===== config.mk =====
export PLATFORM = sky130hd
export DESIGN_NAME = debounce
export DESIGN_NICKNAME = d
export VERILOG_FILES = /design/src/rtl/debounce_pkg.sv /design/src/rtl/dbnc_counter.sv /design/src/rtl/debounce.sv
export SDC_FILE = /design/constraint.sdc
export NUM_CORES = 1
export LEC_CHECK = 0
export ABC_AREA = 1
export CAP_MARGIN = 40
export CORE_MARGIN = 5
export CORE_UTILIZATION = 55
export DETAILED_ROUTE_END_ITERATION = 16
export MAX_ROUTING_LAYER = met4
export PLACE_DENSITY = 0.84
export SLEW_MARGIN = 20
export SYNTH_ARGS = -nofsm -noshare
export SYNTH_HDL_FRONTEND = slang
export SYNTH_SLANG_ARGS = --single-unit

===== constraint.sdc =====
create_clock -name clk -period 4.63 [get_ports clk]
set_input_delay 1.1575 -clock clk [delete_from_list [all_inputs] [get_ports clk]]
set_output_delay 1.1575 -clock clk [all_outputs]
set_load 0.005 [all_outputs]

===== src/rtl/debounce_pkg.sv =====
// debounce_pkg: shared types, constants and config check for the debounce filter.
package debounce_pkg;
    typedef enum logic {IDLE, QUAL} dbnc_state_t;
    localparam int GLITCH_W = 8;
    function automatic bit dbnc_cnt_ok(input longint unsigned stable, input int unsigned width);
        return stable >= 1 && stable < (64'd1 << width);
    endfunction
endpackage


===== src/rtl/dbnc_counter.sv =====
// dbnc_counter: qualification counter with sync clear, increment and terminal flag.
module dbnc_counter #(
    parameter int unsigned CNT_W      = 16,
    parameter int unsigned STABLE_CYC = 1000
) (
    input  logic clk,
    input  logic rst_n,
    input  logic clr,
    input  logic inc,
    output logic term
);
    logic [CNT_W-1:0] cnt;
    always_ff @(posedge clk or negedge rst_n) begin
        if (!rst_n) cnt <= '0;
        else if (clr) cnt <= '0;
        else if (inc) cnt <= cnt + 1'b1;
    end
    // Compare one bit wider so cnt+1 cannot alias through wrap.
    assign term = (CNT_W+1)'(cnt) + (CNT_W+1)'(1) == (CNT_W+1)'(STABLE_CYC);
endmodule


===== src/rtl/debounce.sv =====
// debounce: debounce filter with rise/fall pulses for a synchronized input.
// Define DEBOUNCE_GLITCH_CNT_EN to add the saturating glitch_cnt output.
module debounce
    import debounce_pkg::*;
#(
    parameter int unsigned STABLE_CYC = 1000,
    parameter int unsigned CNT_W      = 16,
    parameter logic        RST_LEVEL  = 1'b0
) (
    input  logic clk,
    input  logic rst_n,
    input  logic in_sig,
    output logic level,
    output logic rise,
    output logic fall,
    output logic busy
`ifdef DEBOUNCE_GLITCH_CNT_EN
    ,
    output logic [GLITCH_W-1:0] glitch_cnt
`endif
);
    if (!dbnc_cnt_ok(STABLE_CYC, CNT_W)) begin : g_bad_cfg
        $error("debounce: STABLE_CYC must be in 1 .. 2**CNT_W-1");
    end
    dbnc_state_t state;
    logic diff, term, done;
    assign diff = in_sig != level;
    // Counter is zero in IDLE, so term there means STABLE_CYC == 1.
    assign done = diff && term;
    dbnc_counter #(.CNT_W(CNT_W), .STABLE_CYC(STABLE_CYC)) u_cnt (
        .clk  (clk),
        .rst_n(rst_n),
        .clr  (!diff || term),
        .inc  (diff && !term),
        .term (term)
    );
    always_ff @(posedge clk or negedge rst_n) begin
        if (!rst_n) begin
            state <= IDLE;
            level <= RST_LEVEL;
            rise  <= 1'b0;
            fall  <= 1'b0;
            busy  <= 1'b0;
        end else begin
            state <= (diff && !term) ? QUAL : IDLE;
            busy  <= diff && !term;
            rise  <= done && !level;
            fall  <= done && level;
            if (done) level <= !level;
        end
    end
`ifdef DEBOUNCE_GLITCH_CNT_EN
    always_ff @(posedge clk or negedge rst_n) begin
        if (!rst_n) glitch_cnt <= '0;
        else if (state == QUAL && !diff && glitch_cnt != '1) glitch_cnt <= glitch_cnt + 1'b1;
    end
`endif
endmodule


==> qor.yml, run 1 <==
outcome:
  run_status: "finished, final reports clean"
detailed_routing:
  drt_iter0_drc: 38
  vias_per_cell: 5.24
  routed_wire_length_per_instance_um: 12.5
  dr.pass1.iters: 4
  route.detailed.drc: 0
  vias: 1147
  wl_mm: 2.73
  final_antenna_net_count: 0
synth:
  synth_fp_nets: 185
  synthTopCellsByArea: "dfrtp_1 39%, nand2_1 16%, inv_1 7.3%, nor2_1 7.0%, nor2_2 6.4%"
  synth_common_cells: "56 x nand2_1, 25 x inv_1, 24 x nor2_1"
  ys.flop_type: "dfrtp_1"
  synth_top_cell_by_area: "dfrtp_1"
  yosysTopAreaCellShare: 0.391
  async_flop_share: 1.00
  yosysMostFrequentCell: "nand2_1"
  syn-cell-area_sq_um: 1280
  syn_area_per_cell_sq_um: 7.06
  ys_ff_latch: 20
  syn_inst: 181
  synth_edf_count: 0
  synth.distinct_cells: 19
  yosysWarnings: 0
  synth_seq_area_share: 0.391
clock_tree:
  cts_setup_buffers: 0
  cts_tree: "built"
  htreeDepth: 1
  clkTransAtPathRegs_ns: 0.11
  cts_resized: 0
  cts_root_buf: "clkbuf_4"
  clockBufferDepth: 2
  cts_hold_buf: 0
  cts_num_sinks: 20
  numCtsBuffers: 3
  clock_latency_ns: 0.32
sta:
  clock_skew_ns: 0.00910
  final_hold_viol_count: 0
  fmax_mhz: 417
  final_max_slew_viol_count: 0
  fin_crit_ns: 2.40
  holdWs_ns: 0.533
  setup_violations: 0
  rsz0062_at_grt: "no"
  worst_slew_pin_slew_ns: 0.300
  fin_crit_sh: 0.519
  relSlewSlack: 0.799
  setup_tns_ns: 0
critical_path:
  endpoint: "level"
  worstReg2RegStart: "u_cnt.cnt[1]"
  crit_start: "level"
  critPathTopFamily: "buffers and inverters"
  slowest_delay_ns: 0.52
  worstPathCellList: "clkdlybuf4s50_1"
  r2r_end: "u_cnt.cnt[2]"
  rr_worst_depth: 12
  cp-end-kind: "output port"
  worst-path-max-fanout: 4
  critPathLaunchType: "register"
  crit_type: "register to output port"
  cp_num_cells: 1
  worst-path-buf-inv: 1
  reg2reg_slack_ns: 2.59
  crit_required_ns: 3.47
  cp_slowest_cell: "clkdlybuf4s50_1"
  arrival_ns: 1.24
die:
  fp.dieH_um: 58.2
  coreArea_sq_um: 2210
  die_w_um: 58.2
  pin_count: 7
  die_area_sq_um: 3390
  start_util: 0.578
  rows: 17
grt:
  antenna_found_initial: 0
  grt_overflow: 0
  grt_pass1_vias: 1051
  grtUsageTotal: 0.181
  grt_start_max_net_pins: 21
  grt_pass1_wl_mm: 4.59
finish:
  n_antenna_cell: 0
  finalNonFillerCells: 219
  fillCellCount: 203
  final_layout_size_suffix_gt1_frac: 0.168
  final_net_count: 196
  syn2layout_area_growth_pct: 9.88
placed_design:
  dpl.hpwl_mm: 2.10
  port_buffers: 6
  place_congestion: 0.912
  place_inst: 214
worst_hold_path:
  min_path_type: "register to register"
power:
  power_leakage_nw: 0.615
  ir_drop_uv: 254
  power.density_nw_per_um2: 214
run:
  cap_violations: 0
## how the worst min path moves through the flow
stage | start | to | slack, ns | cells after the start
3_5_place_dp | level | level | 0.52 | 2
3_3_place_gp | level | level | 0.50 | 2
5_1_grt | u_cnt.cnt[0] | u_cnt.cnt[0] | 0.58 | 1
2_1_floorplan | u_cnt.cnt[0] | u_cnt.cnt[0] | 0.47 | 1
6_report | u_cnt.cnt[0] | u_cnt.cnt[0] | 0.53 | 1
4_1_cts | u_cnt.cnt[0] | u_cnt.cnt[0] | 0.53 | 1
## cells by family after synthesis
kind of cell,Yosys count,share of synthesized area
buf+inv,28,0.0949
xor+xnor,1,0.00685
flops,20,0.391
fa+ha+maj,1,0.00978
simple gates,129,0.487
compound gates,2,0.00978
## per-stage QoR
stage	worst slack [ns]	area, sq um	power, mW	utilization
global route	2.18	1410	0.312	0.635
finish	2.23	1410	0.301	0.635
global placement	2.19	1350	0.199	0.612
floorplan	2.68	1280	0.194	-
CTS	2.23	1390	0.300	0.628
detailed placement	2.12	1350	0.200	0.612
## per-layer routing
metal | global-route usage | part of all wire
met5 | - | 0
met1 | 0.227 | 0.41
met3 | 0.0200 | 0.045
met4 | 0.0828 | 0.020
met2 | 0.294 | 0.52
## where the power goes
group          internal, mW  leakage, nW  total, mW  switching [mW]
Combinational       0.00659        0.325     0.0174          0.0108
Clock                0.0482       0.0210      0.103          0.0545
Sequential            0.177        0.269      0.181         0.00370
## placed cells by master (no fill, tap or decap)
cell type,Yosys,final
nand2_1,56,56
inv_1,25,25
nor2_1,24,24
dfrtp_1,20,20
nor2_2,13,13
nand3_1,12,12
nand4_1,9,9
clkdlybuf4s50_1,0,6
nand2_2,5,5
nor2_4,5,5
clkbuf_4,0,3
nand3b_1,2,2
inv_2,2,2
or2_2,1,1
o21bai_1,1,1
o21ai_0,1,1
nor3_1,1,1
nand2_4,1,1
xnor2_1,1,1
ha_1,1,1
clkbuf_8,0,1
buf_8,0,1
## layout make-up
cell class | instances | area (sq um) | area share
clock buffer | 4 | 36.3 | 0.0258
sequential | 20 | 500 | 0.356
multi-input combinational | 133 | 657 | 0.467
inverter | 27 | 101 | 0.0721
timing repair buffer | 7 | 75.1 | 0.0534
tap | 28 | 35.0 | 0.0249
## state kept, by name, summed over array words and instances (netlist names)
name,cells
fall,1
u_cnt.cnt,16
level,1
busy,1
rise,1
(Power assumes the default switching activity.)
==> run 2, diff against run 1 <==
--- a/config.mk
+++ b/config.mk
@@ -8,7 +8,7 @@
 export ABC_AREA = 1
 export CAP_MARGIN = 40
 export CORE_MARGIN = 5
-export CORE_UTILIZATION = 55
+export CORE_UTILIZATION = 52
 export DETAILED_ROUTE_END_ITERATION = 16
 export MAX_ROUTING_LAYER = met4
 export PLACE_DENSITY = 0.84
==> constraint.sdc (replaced) <==
create_clock -name clk -period 2.1 [get_ports clk]
set_input_delay 0.525 -clock clk [delete_from_list [all_inputs] [get_ports clk]]
set_output_delay 0.525 -clock clk [all_outputs]
set_load 0.005 [all_outputs]
==> run 2 against run 1 <==
Effect of this change: die area rose by 4.8%; largest cell class unchanged; clock power rose by 120%; wire length fell by 5.5%; cell count rose by 0.91%; first-iteration DRC count did not move; sequential share of layout area rose by 0.13 points; flip-flop and latch count did not move; via count fell by 4.6%.
==> qor.yml, run 2 (same netlist as run 1, synthesis figures left out) <==
grt:
  grt_pass1_vias: 1025  # -2.5%
  antenna_found_initial: 0  # unchanged
  grt_use_met2: 0.273  # -0.0205
  grt_pass1_wl_mm: 4.40  # -4.1%
  grt-busiest-layer: "met2"
  grt_overflow: 0  # unchanged
  use_met3: 0.0261  # +0.00610
  grt_start_max_net_pins: 21  # unchanged
  grt_use_met1: 0.228  # +0.000811
  grtUsageTotal: 0.176  # -0.00553
run:
  cap_violations: 0  # unchanged
sta:
  worst_slew_pin_slew_ns: 0.263  # -0.0378 ns
  setup_tns_ns: 0  # unchanged
  final_hold_viol_count: 0  # unchanged
  fin_crit_ns: 1.95
  fin_crit_sh: 0.926
  fmax_mhz: 514
  holdWs_ns: 0.526  # -0.00687 ns
  clock_skew_ns: 0.0113  # +0.00220 ns
  setup_violations: 0  # unchanged
  relSlewSlack: 0.824  # +0.0253
  final_max_slew_viol_count: 0  # unchanged
  rsz0062_at_grt: "no"
clock_tree:
  htreeDepth: 1  # unchanged
  cts_tree: "built"
  numCtsBuffers: 3  # unchanged
  clock_latency_ns: 0.31  # about the same
  cts_hold_buf: 0  # unchanged
  cts_resized: 0  # unchanged
  cts_root_buf: "clkbuf_4"
  cts_setup_buffers: 0  # unchanged
  cts_num_sinks: 20  # unchanged
  clockBufferDepth: 2  # unchanged
  clkTransAtPathRegs_ns: 0.11  # about the same
finish:
  syn2layout_area_growth_pct: 9.49
  layout_commonest_cell: "nand2_1"
  fillCellCount: 216  # +6.4%
  finalNonFillerCells: 221  # +0.91%
  top_register: "u_cnt.cnt"
  largest_reg_flops: 16  # unchanged
  regArea_sq_um: 500  # unchanged
  final_layout_size_suffix_gt1_frac: 0.168  # unchanged
  utilization: 0.581  # -0.0542
  final_cell_mix: "56 x nand2_1, 25 x inv_1, 24 x nor2_1, 20 x dfrtp_1, 13 x nor2_2"
  n_antenna_cell: 0  # unchanged
  multi_input_area_sq_um: 657  # unchanged
  final_net_count: 196  # unchanged
critical_path:
  crit_type: "register to register"
  slowest_delay_ns: 0.43  # -0.09 ns
  cp_slowest_cell: "dfrtp_1"
  worst-path-buf-inv: 0  # -1
  crit_required_ns: 2.29  # -1.18 ns
  critPathLaunchType: "register"
  worst-path-max-fanout: 15  # +11
  arrival_ns: 2.14  # +0.90 ns
  cp-end-kind: "register"
  critPathTopFamily: "simple AND/OR/NAND/NOR gates"
  worstPathCellList: "ha_1, nand3_1, nor2_1, nand3_1, nand2_1, nand4_1, nor2_2, nand2_2, nand2_4, nor2_1"
power:
  power.total_mw: 0.660  # +120%
  power.density_nw_per_um2: 472  # +120%
  ir_drop_uv: 444  # +75%
  power_leakage_nw: 0.612  # -0.43%
die:
  coreArea_sq_um: 2410  # +8.9%
  pin_count: 7  # unchanged
  fp.dieH_um: 59.6  # +2.4%
  die_area_sq_um: 3550  # +4.8%
  rows: 18  # +1
  die_w_um: 59.6  # +2.4%
  start_util: 0.531  # -0.0474
placed_design:
  place_inst: 217  # +1.4%
  place_congestion: 0.864  # -5.3%
  dpl.hpwl_mm: 1.99  # -5.2%
  port_buffers: 6  # unchanged
detailed_routing:
  final_antenna_net_count: 0  # unchanged
  vias: 1094  # -4.6%
  drt_iter0_drc: 38  # unchanged
  wl_mm: 2.58  # -5.5%
  vias_per_cell: 4.95  # -5.5%
  routed_wire_length_per_instance_um: 11.7  # -6.3%
  route.detailed.drc: 0  # unchanged
  dr.pass1.iters: 4  # unchanged
outcome:
  run_status: "finished, final reports clean"
worst_hold_path:
  min_path_type: "primary input to async pin"
==> run 2: cell counts in the layout (fill, tap and decap cells not counted) <==
No cell type changed its count.
==> run 2: final timing paths <==
kind                       slack (ns)  cells past startpoint            end          from
setup / recovery                 0.15                     10   u_cnt.cnt[3]  u_cnt.cnt[0]
hold / removal                   0.53                      2  u_cnt.cnt[10]         rst_n
setup reg to reg                 0.15                     10   u_cnt.cnt[3]  u_cnt.cnt[0]
hold reg to reg                  0.53                      2          level         level
max in group asynchronous        1.36                      2   u_cnt.cnt[7]         rst_n
min in group clk                 0.53                      2          level         level
==> run 2: worst reg2reg max path, cell delays in order, from the launching register on <==
cell,delay [ns]
dfrtp_1,0.43
ha_1,0.25
nand3_1,0.16
nor2_1,0.22
nand3_1,0.10
nand2_1,0.08
nand4_1,0.09
nor2_2,0.15
nand2_2,0.08
nand2_4,0.20
nor2_1,0.07
==> run 2: area by class of cell <==
cell class,instances,share of cell area
sequential,20,0.357
inverter,27,0.0724
timing repair buffer,7,0.0483
clock buffer,4,0.0259
tap,30,0.0268
multi-input combinational,133,0.469
==> run 2: through the flow <==
step / instance area, sq um / setup WS, ns
3_5_place_dp: 1360 / 0.171
6_report: 1400 / 0.154
5_1_grt: 1400 / 0.000111
2_1_floorplan: 1280 / 0.384
4_1_cts: 1400 / 0.152
3_3_place_gp: 1360 / 0.236
==> run 2: report_power, final <==
group | internal [mW] | leakage, nW | total, mW | switching (mW)
clock | 0.106 | 0.0210 | 0.224 | 0.118
sequential | 0.391 | 0.269 | 0.398 | 0.00715
combinational | 0.0135 | 0.322 | 0.0382 | 0.0247
==> run 2: metal layers <==
layer  vias up  routed length, um
li1        576                  -
met1       497               1200
met2        16               1220
met3         5                119
met4         0                 51
met5         -                  0
